$ cat config.mk
export PLATFORM = sky130hd
export DESIGN_NAME = key_bounce_generator
export DESIGN_NICKNAME = d
export VERILOG_FILES = /design/src/rtl/key_bounce_generator.sv
export SDC_FILE = /design/constraint.sdc
export NUM_CORES = 1
export LEC_CHECK = 0
export ABC_AREA = 1
export BUFFER_PORTS_ARGS = -buffer_cell sky130_fd_sc_hd__buf_2
export CORE_MARGIN = 8
export CORE_UTILIZATION = 45
export CTS_BUF_LIST = sky130_fd_sc_hd__clkbuf_16
export CTS_CLUSTER_SIZE = 30
export DETAILED_ROUTE_END_ITERATION = 12
export SYNTH_ARGS = -nofsm -noshare
export SYNTH_HDL_FRONTEND = slang
export SYNTH_SLANG_ARGS = --single-unit
$ cat constraint.sdc
create_clock -name clock -period 4.85 [get_ports clock]
set_input_delay 0.485 -clock clock [delete_from_list [all_inputs] [get_ports clock]]
set_output_delay 0.485 -clock clock [all_outputs]
set_load 0.05 [all_outputs]
$ cat src/rtl/key_bounce_generator.sv
// rtl/key_bounce_generator.sv - emulated push-switch contact with seeded pseudo-random bounce burst
module key_bounce_generator #(
    parameter int          BOUNCE_CYCLES = 24000,
    parameter int          TOGGLE_MIN    = 64,
    parameter int          TOGGLE_MASK   = 1023,
    parameter int          SETTLE_CYCLES = 12000,
    parameter logic        IDLE_LEVEL    = 1'b1,
    parameter logic [15:0] LFSR_SEED     = 16'hACE1
) (
    input  logic       clock,
    input  logic       reset_n,
    input  logic       enable,
    input  logic       level_in,
    output logic       bounce_out,
    output logic       busy,
    output logic [7:0] toggle_count
);

    localparam int WW = (BOUNCE_CYCLES > 1) ? $clog2(BOUNCE_CYCLES) : 1;
    localparam int IW = ((TOGGLE_MIN + TOGGLE_MASK) > 1) ? $clog2(TOGGLE_MIN + TOGGLE_MASK) : 1;
    localparam int SW = (SETTLE_CYCLES > 1) ? $clog2(SETTLE_CYCLES) : 1;

    localparam logic [WW-1:0] WIN_LOAD = WW'(BOUNCE_CYCLES - 1);
    localparam logic [SW-1:0] SET_LOAD = SW'((SETTLE_CYCLES > 0) ? SETTLE_CYCLES - 1 : 0);

    localparam logic [1:0] ST_IDLE   = 2'd0;
    localparam logic [1:0] ST_BOUNCE = 2'd1;
    localparam logic [1:0] ST_SETTLE = 2'd2;

    logic [1:0]    state;
    logic [15:0]   lfsr;
    logic          stable;
    logic          target;
    logic [WW-1:0] win_cnt;
    logic [IW-1:0] int_cnt;
    logic [SW-1:0] set_cnt;
    logic [IW-1:0] int_reload;
    logic [7:0]    cnt_inc;

    // Interval counter is loaded with (interval - 1) so a toggle lands exactly interval cycles later.
    assign int_reload = IW'(TOGGLE_MIN - 1) + IW'(lfsr & 16'(TOGGLE_MASK));
    assign cnt_inc    = (toggle_count == 8'hFF) ? 8'hFF : toggle_count + 8'd1;

    // Galois LFSR, x^16+x^14+x^13+x^11, free-running so timing depends only on cycles since reset.
    always_ff @(posedge clock or negedge reset_n) begin
        if (!reset_n) begin
            lfsr <= LFSR_SEED;
        end else begin
            lfsr <= {1'b0, lfsr[15:1]} ^ (lfsr[0] ? 16'hB400 : 16'h0000);
        end
    end

    always_ff @(posedge clock or negedge reset_n) begin
        if (!reset_n) begin
            state        <= ST_IDLE;
            bounce_out   <= IDLE_LEVEL;
            stable       <= IDLE_LEVEL;
            target       <= IDLE_LEVEL;
            busy         <= 1'b0;
            toggle_count <= 8'd0;
            win_cnt      <= '0;
            int_cnt      <= '0;
            set_cnt      <= '0;
        end else if (!enable) begin
            bounce_out <= level_in;
            stable     <= level_in;
            target     <= level_in;
            busy       <= 1'b0;
            state      <= ST_IDLE;
        end else begin
            case (state)
                ST_IDLE: begin
                    if (level_in != stable) begin
                        state        <= ST_BOUNCE;
                        target       <= level_in;
                        bounce_out   <= ~bounce_out;
                        toggle_count <= 8'd1;
                        win_cnt      <= WIN_LOAD;
                        int_cnt      <= int_reload;
                        busy         <= 1'b1;
                    end
                end
                ST_BOUNCE: begin
                    // Window end has priority over a coincident interval expiry.
                    if (win_cnt == '0) begin
                        if (bounce_out != target) begin
                            toggle_count <= cnt_inc;
                        end
                        bounce_out <= target;
                        set_cnt    <= SET_LOAD;
                        state      <= ST_SETTLE;
                    end else begin
                        win_cnt <= win_cnt - WW'(1);
                        target  <= level_in;
                        if (int_cnt == '0) begin
                            bounce_out   <= ~bounce_out;
                            toggle_count <= cnt_inc;
                            int_cnt      <= int_reload;
                        end else begin
                            int_cnt <= int_cnt - IW'(1);
                        end
                    end
                end
                ST_SETTLE: begin
                    if (set_cnt == '0) begin
                        stable <= bounce_out;
                        busy   <= 1'b0;
                        state  <= ST_IDLE;
                    end else begin
                        set_cnt <= set_cnt - SW'(1);
                    end
                end
                default: begin
                    state <= ST_IDLE;
                    busy  <= 1'b0;
                end
            endcase
        end
    end

endmodule
Word-level counts from Yosys, hierarchy flattened:

Index checks and enable logic that the tools add are counted.

* flip-flop bits (word level): 70
* bits of input ports: 4

* add/subtract/negate cells: 5
* eq/ne operators: 20
* mux-type cells: 38
* bitwise operators: 2
* reduce and logical (&&, ||, !) cells: 14

Operator list (number)
* 8-bit two-way mux: 5
* 11-bit two-way mux: 3
* 15-bit two-way mux: 2
* 15-bit case mux with 2 select lines: 1
* 14-bit two-way mux: 2
* 14-bit case mux with 2 select lines: 1
* 11-bit case mux with 2 select lines: 1
* 3-bit != test (second input constant): 6
* 16-bit two-way mux: 1
* 8-bit case mux with 2 select lines: 1
* 15-bit by 16-bit bitwise XOR with 16-bit output: 1
* 15-bit logical NOT: 1
* 15-bit by 1-bit subtractor with 15-bit output (second input constant): 1
* 14-bit logical NOT: 1
* 14-bit by 1-bit subtractor with 14-bit output (second input constant): 1
* 1-bit two-way mux: 13
* 3-bit AND reduction: 4
* 6-bit by 10-bit adder with 11-bit output (first input constant): 1
* 11-bit logical NOT: 1
* 11-bit by 1-bit subtractor with 11-bit output (second input constant): 1
* 2-bit != test (second input constant): 5
* 8-bit by 1-bit adder with 8-bit output (second input constant): 1
* 8-bit equality test (second input constant): 1
* 2-bit two-way mux: 4
* 15 further kinds: 20

Logic depth before layout (Yosys ltp):

* depth after elaboration: 5
* gate-level depth with buffers: 11
* gate-level depth less buffers: 11

Worst setup path after synthesis:

Ideal clock, no wire load.

* kind: reg-to-reg
* start point: register toggle_count[0]
* end point: register toggle_count[6]
* library setup time: 66 ps
* arrival time: 1599 ps
* slack: 3185 ps
* stages on the path, launching flop included: 8
* buffers on the path: 0
* clock period less this slack: 1665 ps
* cell sequence: dfrtp_1 -> ha_1 -> nand2_1 -> nor2_1 -> nand3_1 -> a211oi_1 -> nand2_1 -> nand2_1

* longest elaborated chain between the ends: 5
* elaborated cells on any way between the ends: 7

Ends and longest elaborated chain
* start: declaration: line 16 `output logic [7:0] toggle_count`
* start signal: assignment: line 87 `toggle_count <= cnt_inc;`
* start signal: assignment: line 97 `toggle_count <= cnt_inc;`
* 8-bit by 1-bit adder with 8-bit output or 8-bit equality test (tied branches): line 42 `assign cnt_inc = (toggle_count == 8'hFF) ? 8'hFF : toggle_count + 8'd1;`
* 8-bit two-way mux (*): line 42
* 8-bit two-way mux, on equally long branches: line 95, 86
* 8-bit two-way mux (*): line 85 `if (win_cnt == '0) begin`
* 8-bit case mux with 2 select lines (*): line 71 `case (state)`

Every way passes the cells marked *; elsewhere a longest branch is shown, timed or not. The select of a mux whose other input is x is not followed.
A chain may end at the register's enable or synchronous reset.

Worst setup path after layout:

* start point: register win_cnt[0]
* end point: register int_cnt[2]

* longest elaborated chain between the ends: 3

Ends and longest elaborated chain
* start: declaration: line 34 `logic [WW-1:0] win_cnt;`
* start signal: assignment: line 93 `win_cnt <= win_cnt - WW'(1);`
* 15-bit logical NOT: line 85
* 2-bit != test (no source line)
* 4-bit AND reduction (no source line)
* end signal: assignment: line 79 `int_cnt <= int_reload;`
* end signal: assignment: line 98 `int_cnt <= int_reload;`
* end signal: assignment: line 100 `int_cnt <= int_cnt - IW'(1);`
* end: declaration: line 35 `logic [IW-1:0] int_cnt;`

Every way passes these cells.

==> results by group <==
STA
  • Worst relative slew slack: approximately 31%
  • RSZ-0062 raised after global routing: no
  • Layout Skew: between 0.01 and 0.015 ns
  • Worst-Margin Slew: 1.04 ns
  • Final setup violation count: 0
  • Final Max Tran Viols: 0
  • Final Hold Fails: 0
  • Final Cycle Share: between 40% and 50%
  • Post-route minimum period: 2.26 ns
  • Setup_tns: 0 ns
  • Max Clock Freq: 0.443 GHz
  • Setup ws final: 2.59 ns

Yosys
  • Synth unique cells: 35
  • Number of synthesized register bits: 70
  • Yosys warns: 0
  • Register area share after synthesis: 42.8%
  • Syn nets: 564
  • Syn avg cell area: 7.44 um^2
  • Synthesized cell area: 4120 um^2
  • Cell count after synthesis: 554

Finish
  • Total Nets Final: ~580
  • Most common cell after layout, fill and taps aside: nand2_1
  • Syn-to-layout area delta: 10.9%
  • Share of post-route cells with drive strength above 1: about an eighth
  • Area occupied by registers: 1770 um^2
  • Final Instance Area: 4570 um^2
  • Commonest non-fill, non-tap cells in the layout: nand2_1 (183), dfrtp_1 (59), inv_1 (58)
  • Area occupied by multi-input gates: 2050 um^2
  • Fill cells: a little over 900
  • Ant diodes: 0

Critical path
  • Critical path, cell by cell: inv_1 -> ha_1 -> nand2_2 -> nor2_2 -> nand2_1 -> nand3_2 -> nand2_2 -> inv_2 -> o21ai_0
  • Crit path kind: reg -> reg
  • CP max FO: 30
  • CP Buf/Inv Count: 2
  • Worst path slowest cell: inv_2
  • CP arrival: 2.46 ns
  • Slowest Stage Delay on Critical Path: approximately 0.44 ns
  • Most frequent CP cell: nand2_2
  • CP required: about 5.1 ns
  • Crit path launch type: register
  • Setup crit end kind: register
  • Top delay family on crit path: simple AND/OR/NAND/NOR gates

CTS
  • CTS H-tree depth: 3
  • CTS root buf: clkbuf_16
  • Worst-Skew Late Latency: 0.34 ns
  • Clock-pin slew on the worst setup and hold paths: 0.06 ns
  • Sink Count: 70
  • Cts repair resizes: 0
  • CTS buffer count: 9
  • CTS max path bufs: 2
  • Post-CTS Setup Inserts: 0
  • Hold-fix buffers at CTS: 0
  • CTS tree: yes

Route
  • Pre-antenna DRT Iters: 7
  • Via count: 3396
  • DR WL/cell: 12.3 um
  • DRC Markers: 0
  • DR vias/cell: 4.97
  • DRT Wirelength: roughly 8400 um
  • Routed Antenna Nets: 0
  • Initial DRC count: 161

Pwr
  • PwrDens: 457 nW/um^2
  • Combinational cell fraction of total power: 27.2%
  • Lkg Pwr: 2.22 nW
  • Psw: about 750 uW
  • Reg power frac: roughly two fifths
  • Total power: 2.09 mW
  • Clock share of power: around 33%
  • Switching Share: 35.8%
  • Int Power: 1.34 mW
  • VDD IR max: 0.164 mV

Placement
  • IO Port Bufs: 13
  • Placed cell areas: around 4300 um^2
  • RD Place Congestion: 0.859
  • DP Worst Slack: 2.59 ns
  • Dpl hpwl: ~6000 um

Run
  • Max-Cap Viols: 0

Run status
  • Outcome: finished clean

Global routing
  • M3 GR Usage: 3.14%
  • GR peak layer: met2
  • GRT Overall Usage: 14.2%
  • Number of global-route vias before repair: 3164
  • Met1 Track Usage GR: 18.9%
  • First-pass GRT wire length: 14600 um
  • Gr ovfl total: 0
  • Largest net degree at the start of global routing: 47
  • Global routing usage on met2: between 20% and 30%
  • Initial antenna violation count: 0

Die
  • Ports: 14
  • Row count: 35
  • Chip height: between 100 and 150 um
  • Core box area: ~9100 um^2
  • Initial Util: 45.5%
  • Die X-Extent: 112 um
  • Die area: 12500 um^2

Min path
  • Tightest Hold Check Type: in -> async
[state kept, by name (all words and copies together), names as in the netlist]
signal and flops:
lfsr 16, win_cnt 15, set_cnt 14, int_cnt 11, toggle_count 8, state 2, bounce_out 1, busy 1
stable 1, target 1
[layer usage]
metal / vias up / share of wire [%]
met1: 1571 / 51
met4: 0 / 1.2
li1: 1781 / -
met2: 37 / 45
met3: 7 / 2.7
met5: - / 0
[power groups by stage]
stage	registers, mW	clock network, mW	logic [mW]
after CTS	0.822	0.714	0.576
after global routing	0.842	0.742	0.652
after detailed placement	0.827	0	0.575
after floorplan	0.849	0	0.430
final	0.825	0.695	0.568
after global placement	0.828	0	0.563
[path summary, 6_finish.rpt]
kind / startpoint / end / slack [ns] / cells past startpoint
min reg2reg: lfsr[12] / lfsr[11] / 0.35 / 0
max: win_cnt[0] / int_cnt[2] / 2.59 / 9
min in group clock: lfsr[12] / lfsr[11] / 0.35 / 0
max in group asynchronous: reset_n / target / 3.56 / 2
min: reset_n / int_cnt[9] / 0.33 / 1
max reg2reg: win_cnt[0] / int_cnt[2] / 2.59 / 9
[cell usage after synthesis, drive strengths merged]
cell type  count  area share, %
nand2        189             18
nor2          61            6.9
inv           60            5.5
nand3         60            8.0
dfrtp         59             36
o21ai         39            5.1
xor2          18            3.8
dfstp         11            7.0
buf            9            1.6
nand3b         8            1.5
xnor2          7            1.5
a21oi          6            1.0
ha             6            1.8
nand4          6           0.91
nor3           4           0.49
clkbuf         3           0.27
or2            2           0.30
a211oi         1           0.18
a21o           1           0.18
a22oi          1           0.18
clkinv         1          0.091
o211ai         1           0.18
o21bai         1           0.18
[final cells by class]
type | instances | share of cell area, %
clock inverters | 7 | 1.97
repair buffers | 14 | 1.59
clock buffers | 9 | 4.93
multi-input cells | 411 | 44.9
flip-flops and latches | 70 | 38.6
inverters | 61 | 5.01
well taps | 111 | 3.04
[through the flow]
stage,hold WS [ns],util [%],std cells
global route,0.367,50.4,683
global placement,0.339,47.0,667
finish,0.331,50.4,683
detailed placement,0.340,47.0,667
CTS,0.355,50.4,683
floorplan,0.189,-,554
[cells by family after synthesis]
kind of cell               after synthesis  share of synthesized area, %
and+or+nand+nor                        330                          35.6
buffers and inverters                   73                          7.44
DFF                                     70                          42.8
AOI/OAI and AO/OA                       50                          7.01
xor gates and xnor gates                25                          5.31
adders and majority gates                6                          1.82
(Power assumes the default switching activity.)
